<file path="src/rtl/mem_pkg.sv">
// Shared encodings and types for the MEM-stage load/store unit.
package mem_pkg;
  localparam logic [1:0] SZ_BYTE = 2'b00;
  localparam logic [1:0] SZ_HALF = 2'b01;
  localparam logic [1:0] SZ_WORD = 2'b10;

  localparam int DEF_RAM_WORDS = 64;

  typedef enum logic {
    ST_IDLE      = 1'b0,
    ST_RMW_WRITE = 1'b1
  } state_t;

  // Sub-word store held across the read-modify-write.
  typedef struct packed {
    logic [31:0] addr;
    logic [1:0]  size;
    logic [31:0] wdata;
  } rmw_req_t;
endpackage

</file>
<file path="src/rtl/lane_merge.sv">
// Little-endian lane logic: merges store data into a word and extracts/extends a load lane.
module lane_merge
  import mem_pkg::*;
(
  input  logic [31:0] word,
  input  logic [1:0]  off,
  input  logic [1:0]  size,
  input  logic        is_unsigned,
  input  logic [31:0] data,
  output logic [31:0] merged,
  output logic [31:0] extracted
);
  logic [7:0]  b;
  logic [15:0] h;

  always_comb begin
    merged    = word;
    extracted = word;
    case (off)
      2'd0:    b = word[7:0];
      2'd1:    b = word[15:8];
      2'd2:    b = word[23:16];
      default: b = word[31:24];
    endcase
    h = off[1] ? word[31:16] : word[15:0];
    case (size)
      SZ_BYTE: begin
        extracted = {{24{b[7] & ~is_unsigned}}, b};
        case (off)
          2'd0:    merged[7:0]   = data[7:0];
          2'd1:    merged[15:8]  = data[7:0];
          2'd2:    merged[23:16] = data[7:0];
          default: merged[31:24] = data[7:0];
        endcase
      end
      SZ_HALF: begin
        extracted = {{16{h[15] & ~is_unsigned}}, h};
        if (off[1]) merged[31:16] = data[15:0];
        else        merged[15:0]  = data[15:0];
      end
      default: begin
        extracted = word;
        merged    = data;
      end
    endcase
  end
endmodule

</file>
<file path="src/rtl/mem_access_unit.sv">
// MEM-stage load/store unit in front of a word-only RAM; sub-word stores use a
// registered two-cycle read-modify-write with one stall cycle.
module mem_access_unit
  import mem_pkg::*;
#(
  parameter int RAM_WORDS   = DEF_RAM_WORDS,
  parameter int FAULT_CNT_W = 8
) (
  input  logic                   clk,
  input  logic                   rst,
  input  logic                   req_valid,
  input  logic                   req_we,
  input  logic [1:0]             req_size,
  input  logic                   req_unsigned,
  input  logic [31:0]            req_addr,
  input  logic [31:0]            req_wdata,
  output logic                   stall,
  output logic [31:0]            load_data,
  output logic                   misalign,
  output logic                   range_err,
  output logic [FAULT_CNT_W-1:0] fault_cnt,
  output logic [31:0]            ram_addr,
  output logic [31:0]            ram_din,
  output logic                   ram_we,
  input  logic [31:0]            ram_dout
);
  state_t      state, state_nxt;
  rmw_req_t    lat;
  logic [31:0] old_word;

  logic        in_rmw, active, bad_align, word_oor, fault;
  logic [31:0] lm_word, merged, extracted;
  logic [1:0]  lm_off, lm_size;

  always_comb begin
    case (req_size)
      SZ_BYTE: bad_align = 1'b0;
      SZ_HALF: bad_align = req_addr[0];
      SZ_WORD: bad_align = |req_addr[1:0];
      default: bad_align = 1'b1;
    endcase
  end

  assign word_oor  = {2'b00, req_addr[31:2]} >= 32'(RAM_WORDS);
  assign in_rmw    = (state == ST_RMW_WRITE);
  // Faults only mean something for a fresh request seen in IDLE.
  assign active    = !rst && !in_rmw && req_valid;
  assign misalign  = active && bad_align;
  assign range_err = active && word_oor;
  assign fault     = misalign || range_err;

  // One lane_merge serves both paths: live RAM word for loads, latched word for the write-back.
  assign lm_word = in_rmw ? old_word       : ram_dout;
  assign lm_off  = in_rmw ? lat.addr[1:0]  : req_addr[1:0];
  assign lm_size = in_rmw ? lat.size       : req_size;

  lane_merge u_lane_merge (
    .word        (lm_word),
    .off         (lm_off),
    .size        (lm_size),
    .is_unsigned (req_unsigned),
    .data        (lat.wdata),
    .merged      (merged),
    .extracted   (extracted)
  );

  always_comb begin
    state_nxt = state;
    stall     = 1'b0;
    ram_we    = 1'b0;
    ram_addr  = {req_addr[31:2], 2'b00};
    ram_din   = req_wdata;
    load_data = '0;
    case (state)
      ST_IDLE: begin
        if (req_valid && !fault) begin
          if (!req_we)                  load_data = extracted;
          else if (req_size == SZ_WORD) ram_we    = 1'b1;
          else begin
            stall     = 1'b1;
            state_nxt = ST_RMW_WRITE;
          end
        end
      end
      ST_RMW_WRITE: begin
        ram_addr  = {lat.addr[31:2], 2'b00};
        ram_din   = merged;
        ram_we    = 1'b1;
        state_nxt = ST_IDLE;
      end
      default: state_nxt = ST_IDLE;
    endcase
    // Reset wins, including mid-RMW: the pending write is dropped.
    if (rst) begin
      stall     = 1'b0;
      ram_we    = 1'b0;
      load_data = '0;
      state_nxt = ST_IDLE;
    end
  end

  always_ff @(posedge clk) begin
    if (rst) begin
      state     <= ST_IDLE;
      old_word  <= '0;
      lat       <= '0;
      fault_cnt <= '0;
    end else begin
      state <= state_nxt;
      if (!in_rmw && state_nxt == ST_RMW_WRITE) begin
        old_word  <= ram_dout;
        lat.addr  <= req_addr;
        lat.size  <= req_size;
        lat.wdata <= req_wdata;
      end
      if (fault && !(&fault_cnt)) fault_cnt <= fault_cnt + 1'b1;
    end
  end
endmodule
</file>
<file path="config.mk">
export PLATFORM = sky130hd
export DESIGN_NAME = mem_access_unit
export DESIGN_NICKNAME = d
export VERILOG_FILES = /design/src/rtl/mem_pkg.sv /design/src/rtl/lane_merge.sv /design/src/rtl/mem_access_unit.sv
export SDC_FILE = /design/constraint.sdc
export NUM_CORES = 1
export LEC_CHECK = 0
export BUFFER_PORTS_ARGS = -buffer_cell sky130_fd_sc_hd__buf_2
export CAP_MARGIN = 15
export CORE_UTILIZATION = 52
export DETAILED_ROUTE_END_ITERATION = 8
export GPL_TIMING_DRIVEN = 0
export HOLD_SLACK_MARGIN = 0.15
export PLACE_DENSITY = 0.78
export SLEW_MARGIN = 20
export SYNTH_ARGS = -nofsm -noshare
export SYNTH_HDL_FRONTEND = slang
export SYNTH_SLANG_ARGS = --single-unit
</file>
<file path="constraint.sdc">
create_clock -name clk -period 2.5 [get_ports clk]
set_input_delay 0.25 -clock clk [delete_from_list [all_inputs] [get_ports clk]]
set_output_delay 0.25 -clock clk [all_outputs]
set_load 0.05 [all_outputs]
</file>
==> impl_results.md, run 1 <==
- Root Buffer: sky130_fd_sc_hd__clkbuf_16
- Number of warning messages in the yosys log: 0
- Mean cell area of the mapped netlist: 8.75 um2
- Area share of the largest cell type after synthesis: 32.4%
- Cell accounting for the most synthesized area: sky130_fd_sc_hd__dfxtp_1
- Run status: stopped before the end
- Kind of endpoint with the least setup slack: output port
- Width of the die: approximately 110 um
- Initial core utilization: 54.1%
- TritonCTS buffer count: 9
- Maximum level of the CTS H-tree: 3
- Number of instances in the synthesized netlist: 756
- Ranking of synthesized cells by area: sky130_fd_sc_hd__dfxtp_1 32%, sky130_fd_sc_hd__mux2i_1 16%, sky130_fd_sc_hd__mux2_2 12%
- Sequential element share of the synthesized area: 32.4%
- Terminating stage of the flow: global routing (5_1_grt)
- Die extent in y: 115 um
- Worst EP post-GRT repair: load_data[21]
- Number of distinct library cells after synthesis: 51
- GRT Overall Usage: between 70% and 80%
- Global route overflow: 6
- Port Buffer Count: 206
- Number of I/O pins: 211
- Cell area after synthesis: 6610 um2
- Error message: [ERROR GRT-0232] Routing congestion too high. Check the congestion heatmap in the GUI.
- Routability congestion estimate from global placement: 0.959
- Number of storage elements in the synthesis netlist: ~110
- Detail Placement HPWL: 17400 um
- Prevailing post-synth register cell: sky130_fd_sc_hd__dfxtp_1
- CTS sink count: 107
- Worst-case clock buffer depth: 2
- Cell row count: 40
- Number of flops mapped to enable cells by yosys: 0
- Largest net degree at the start of global routing: 18
- Placed instance area: roughly 8500 um2
- Async S/R FF share, synth: 0%
==> cells in the mapped netlist, types with 2 or more instances <==
cell                        instances
sky130_fd_sc_hd__inv_1              4
sky130_fd_sc_hd__nor3_1            10
sky130_fd_sc_hd__o21ai_1            3
sky130_fd_sc_hd__o21a_1             4
sky130_fd_sc_hd__nor4_1             7
sky130_fd_sc_hd__o211ai_1           2
sky130_fd_sc_hd__mux2i_1          108
sky130_fd_sc_hd__a21oi_1           40
sky130_fd_sc_hd__nor4_2             8
sky130_fd_sc_hd__and2_1             3
sky130_fd_sc_hd__buf_4              7
sky130_fd_sc_hd__a222oi_1           2
sky130_fd_sc_hd__dfxtp_1          107
sky130_fd_sc_hd__a221oi_1          21
sky130_fd_sc_hd__a2111oi_1          2
sky130_fd_sc_hd__o311ai_0           2
sky130_fd_sc_hd__nand3_1            8
sky130_fd_sc_hd__buf_2             22
sky130_fd_sc_hd__buf_1              4
sky130_fd_sc_hd__mux2_2            71
sky130_fd_sc_hd__nand4_1            4
sky130_fd_sc_hd__a2111oi_2          6
sky130_fd_sc_hd__a32oi_1            2
sky130_fd_sc_hd__a22oi_1            8
sky130_fd_sc_hd__a31oi_1           10
sky130_fd_sc_hd__nor2_1           128
sky130_fd_sc_hd__nor3b_1           27
sky130_fd_sc_hd__nand2b_1           9
sky130_fd_sc_hd__o21ai_0           14
sky130_fd_sc_hd__and3_1             5
sky130_fd_sc_hd__or3_1              2
sky130_fd_sc_hd__a211oi_1           7
sky130_fd_sc_hd__clkbuf_1          27
sky130_fd_sc_hd__nand2_1           53
sky130_fd_sc_hd__o31ai_1            3
==> cell families after synthesis <==
kind of cell	synth area share [%]
simple gates	20.1
mux	28.4
compound gates	14.2
flops	32.4
buf+inv	4.62
fa+ha+maj	0.189
other cells	0.0567
==> stage by stage <==
stage	hold slack [ns]	utilization [%]	worst slack (ns)	std cells	TNS (ns)
after floorplan	0.397	-	-0.279	757	-2.32
after detailed placement	0.464	69.8	-0.617	1131	-35.07
after global placement	0.460	69.8	-0.609	1131	-34.69
after CTS	0.153	88.6	-0.258	1197	-7.55
==> per-layer routing <==
metal	track usage (%)	overflow
met1	77.8	0
met2	92.2	4
met3	65.3	0
met4	74.4	2
met5	30.0	0
==> timing repair <==
action / in CTS
setup endpoints to repair: 96
hold buffers: 0
pin swaps: 47
endpoints found under the hold margin: 0
setup buffers: 48
resized for setup: 386
cloned: 6
==> run 2: changes to the inputs <==
CORE_UTILIZATION = 40   (was 52)
HOLD_SLACK_MARGIN = not set   (was 0.15)
PLACE_DENSITY = not set   (was 0.78)
PLACE_DENSITY_LB_ADDON = 0.15   (was not set)
==> impl_results.md, run 2 <==
- Max-capacitance violation count: 0
- Prevailing post-synth register cell: sky130_fd_sc_hd__dfxtp_1
- Worst setup slack after placement: -0.670 ns (-0.0524 ns)
- Number of I/O pins: 211 (unchanged)
- Number of buffer and inverter instances along the worst setup path: 3
- Internal reg-to-reg setup slack: 0.01 ns
- Number of antenna violations at the first check in global routing: 0
- Count of fill cells added during filler insertion: about 1100
- Global route overflow: 0
- Slew of the pin with the lowest slew margin: 0.765 ns
- Most frequent standard cell in the layout excluding fill and tap cells: sky130_fd_sc_hd__nor2_1
- Hold path cells: 3
- Worst Hold Path EP: old_word[2]
- Port Buffer Count: 206 (unchanged)
- Antenna diode count: 0
- Average wire per standard cell: 22.8 um
- Number of storage elements in the synthesis netlist: 107 (unchanged)
- Count of cells along the worst register-to-register path: 10
- Count of endpoints failing hold in the final timing report: 0
- Root Buffer: sky130_fd_sc_hd__clkbuf_16
- Post-route DRC: 0
- CORE AREA: 16000 um2
- Cell area after synthesis: 6610 um2 (unchanged)
- Global-route wire length before repair: 38200 um
- Most repeated cell in the gate-level netlist after synthesis: sky130_fd_sc_hd__nor2_1
- Stage delay of the slowest cell on the critical path: roughly 0.4 ns
- Commonest cells after routing, fill and taps aside: 124 x sky130_fd_sc_hd__nor2_1, 120 x sky130_fd_sc_hd__buf_2, 104 x sky130_fd_sc_hd__dfxtp_1
- Cell leakage power: 4.52 nW
- Share of post-route cells with drive strength above 1: between 50% and 60%
- Time the final worst path needs with I/O delays and setup: between 2 and 3 ns
- CTS sink count: 107 (unchanged)
- Worst skew pair latency: between 0.3 and 0.4 ns
- Number of flops mapped to enable cells by yosys: 0 (unchanged)
- Endpoint class of the critical path: output pin
- Power density normalized to cell area: about 360 nW/um2
- Total power draw: 4.29 mW
- GRT Overall Usage: 30.3%
- Critical path data required time: between 2 and 2.5 ns
- Worst-case clock buffer depth: 2 (unchanged)
- Number of warning messages in the yosys log: 0 (unchanged)
- Violations in the final reports: setup timing
- Number of DRC violations after detailed-routing iteration 0: 643
- Number of distinct library cells after synthesis: 51 (unchanged)
- Routability congestion estimate from global placement: 0.896 (-6.6%)
- Largest registers ranked by flip-flop count: lat: 66 flops, old_word: 32 flops, fault_cnt: 8 flops
- Largest net degree at the start of global routing: 17
- Critical path data arrival time: between 2 and 3 ns
- Endpoint of the worst-slack reg-to-reg timing path: old_word[23]
- Remaining max-slew budget at the tightest pin: 48.5%
- Ranking of synthesized cells by area: sky130_fd_sc_hd__dfxtp_1 32%, sky130_fd_sc_hd__mux2i_1 16%, sky130_fd_sc_hd__mux2_2 12%
- RSZ-0062 raised after global routing: true
- Final setup violation count: 95
- Via density per instance: 5.90
- Width of the die: 131 um (+14%)
- Area share of the largest cell type after synthesis: 32.4% (unchanged)
- Async S/R FF share, synth: 0% (unchanged)
- Most Frequent Cell on Critical Path: sky130_fd_sc_hd__buf_12
- Maximum level of the CTS H-tree: 3 (unchanged)
- Period utilisation layout: 116%
- Hold bufs inserted after CTS: 0 (unchanged)
- Commonest cells in the netlist: 128 x sky130_fd_sc_hd__nor2_1, 108 x sky130_fd_sc_hd__mux2i_1, 107 x sky130_fd_sc_hd__dfxtp_1
- Clock Skews: between 0.009 and 0.01 ns
- Delay-heaviest family, CP: compound AO/OA/AOI/OAI gates
- Max stage delay cell, worst path: sky130_fd_sc_hd__dfxtp_4
- Run status: finished, violations left
- Vias in the first global route: slightly below 7000
- Category of the critical setup timing path: register to output pin
- Cell accounting for the most synthesized area: sky130_fd_sc_hd__dfxtp_1
- Crit-path cells: buf_12 -> nor3_2 -> o21ai_0 -> a21oi_4 -> buf_12 -> mux2i_1 -> a21oi_2 -> buf_4
- Hold/Removal Path Class: input port to register
- Largest fanout on the critical path: 8
- Area enclosed by the die boundary: 17000 um2
- Total wirelength of the detailed-routed design: around 29000 um
- Area taken by flip-flops and latches: between 2000 and 2500 um2
- Via count of the routed design: 7614
- Upper clock frequency limit: 0.343 GHz
- Critical register-to-register path startpoint: in_rmw
- Register name with the most flops: lat
- Area of the multi-input gates: 5630 um2
- Area growth, synth to finish: 78.8%
- Initial core utilization: 41.3% (-13 points)
- Sequential element share of the synthesized area: 32.4% (unchanged)
- Die extent in y: 131 um (+14%)
- Max-slew violation total from the final report: 0
- Antenna Violating Nets Remaining: 0
- Mean cell area of the mapped netlist: 8.75 um2 (unchanged)
- Source of the worst hold timing path: ram_dout[2]
- Max VDD drop: 0.000365 V
- Number of instances in the synthesized netlist: 756 (unchanged)
- Flip-flop count of the largest register, all copies and words added: between 60 and 70
- Cell row count: 46 (+15%)
- Detail Placement HPWL: 18400 um (+5.5%)
- TritonCTS clock tree: done
- Final worst slack: -0.412 ns
- TritonRoute pass-1 iters: 7
- TritonCTS buffer count: 9 (unchanged)
- NumNets Final: around 1200
- Clk slew on worst S/H paths: 0.07 ns
- Kind of launch point of the worst setup path: register
==> run 2: cell counts after synthesis <==
Identical to the previous run, type by type.
==> run 2: how the worst max path moves through the flow <==
stage | slack, ns | end | cells after the start | start
floorplan | -0.28 | load_data[23] | 7 | req_addr[25]
global placement | -0.67 | load_data[23] | 9 | req_addr[31]
detailed placement | -0.67 | load_data[23] | 9 | req_addr[31]
CTS | -0.32 | load_data[23] | 8 | in_rmw
global route | -0.46 | load_data[31] | 9 | in_rmw
finish | -0.41 | ram_din[4] | 8 | in_rmw
==> run 2: repair_timing <==
item,in CTS,in global routing
endpoints found under the setup margin,101,95
gates cloned,0,7
pin swaps,15,50
buffers inserted,35,56
resized for setup,319,208
hold endpoints to repair,0,0
==> run 2: cell families (layout without fill, tap and decap cells) <==
| kind of cell | count (synthesis) | after routing | share of synthesized area [%] |
|---|---|---|---|
| AO/OA/AOI/OAI | 131 | 131 | 14.2 |
| adder cells (fa/ha/maj) | 1 | 1 | 0.189 |
| buffers and inverters | 65 | 382 | 4.62 |
| flip-flops | 107 | 107 | 32.4 |
| multiplexers | 179 | 179 | 28.4 |
| other | 1 | 2 | 0.0567 |
| AND/OR/NAND/NOR | 272 | 272 | 20.1 |
==> run 2: power by group <==
group          leakage, nW  switching [mW]  internal, mW
Clock                0.148           0.670         0.787
Combinational         3.51           0.673         0.460
Sequential           0.863         0.00157          1.70
==> run 2: metrics by stage <==
stage | TNS (ns) | hold slack [ns] | instances | utilization [%] | area, um2
final | -21.15 | 0.138 | 1290 | 73.9 | 11800
after CTS | -12.72 | 0.131 | 1228 | 65.0 | 10400
after global routing | -25.69 | 0.146 | 1290 | 73.9 | 11800
after global placement | -37.21 | 0.462 | 1179 | 53.7 | 8590
after detailed placement | -37.63 | 0.464 | 1179 | 53.7 | 8590
after floorplan | -2.32 | 0.397 | 757 | - | 7290
==> run 2: tightest hold or removal path: stages <==
cell                      delay [ns]
sky130_fd_sc_hd__buf_2          0.08
sky130_fd_sc_hd__mux2i_1        0.06
sky130_fd_sc_hd__nor2_1         0.07
==> run 2: layout make-up <==
| cell class | count | area share [%] |
|---|---|---|
| Multi-Input combinational cell | 585 | 47.6 |
| Timing Repair Buffer | 304 | 23.9 |
| Sequential cell | 107 | 18.2 |
| Buffer | 59 | 5.40 |
| Clock buffer | 13 | 2.37 |
| Tap cell | 216 | 2.29 |
| Clock inverter | 2 | 0.148 |
| Inverter | 4 | 0.127 |
==> run 2: per-layer routing <==
layer | global-route usage, % | vias up | part of all wire [%]
met5 | 0 | - | 0
met1 | 40.1 | 3706 | 40
met2 | 48.2 | 418 | 46
met4 | 10.6 | 0 | 4.6
met3 | 7.21 | 106 | 9.2
li1 | - | 3384 | -
No activity file was read; power rests on OpenSTA's default activity.
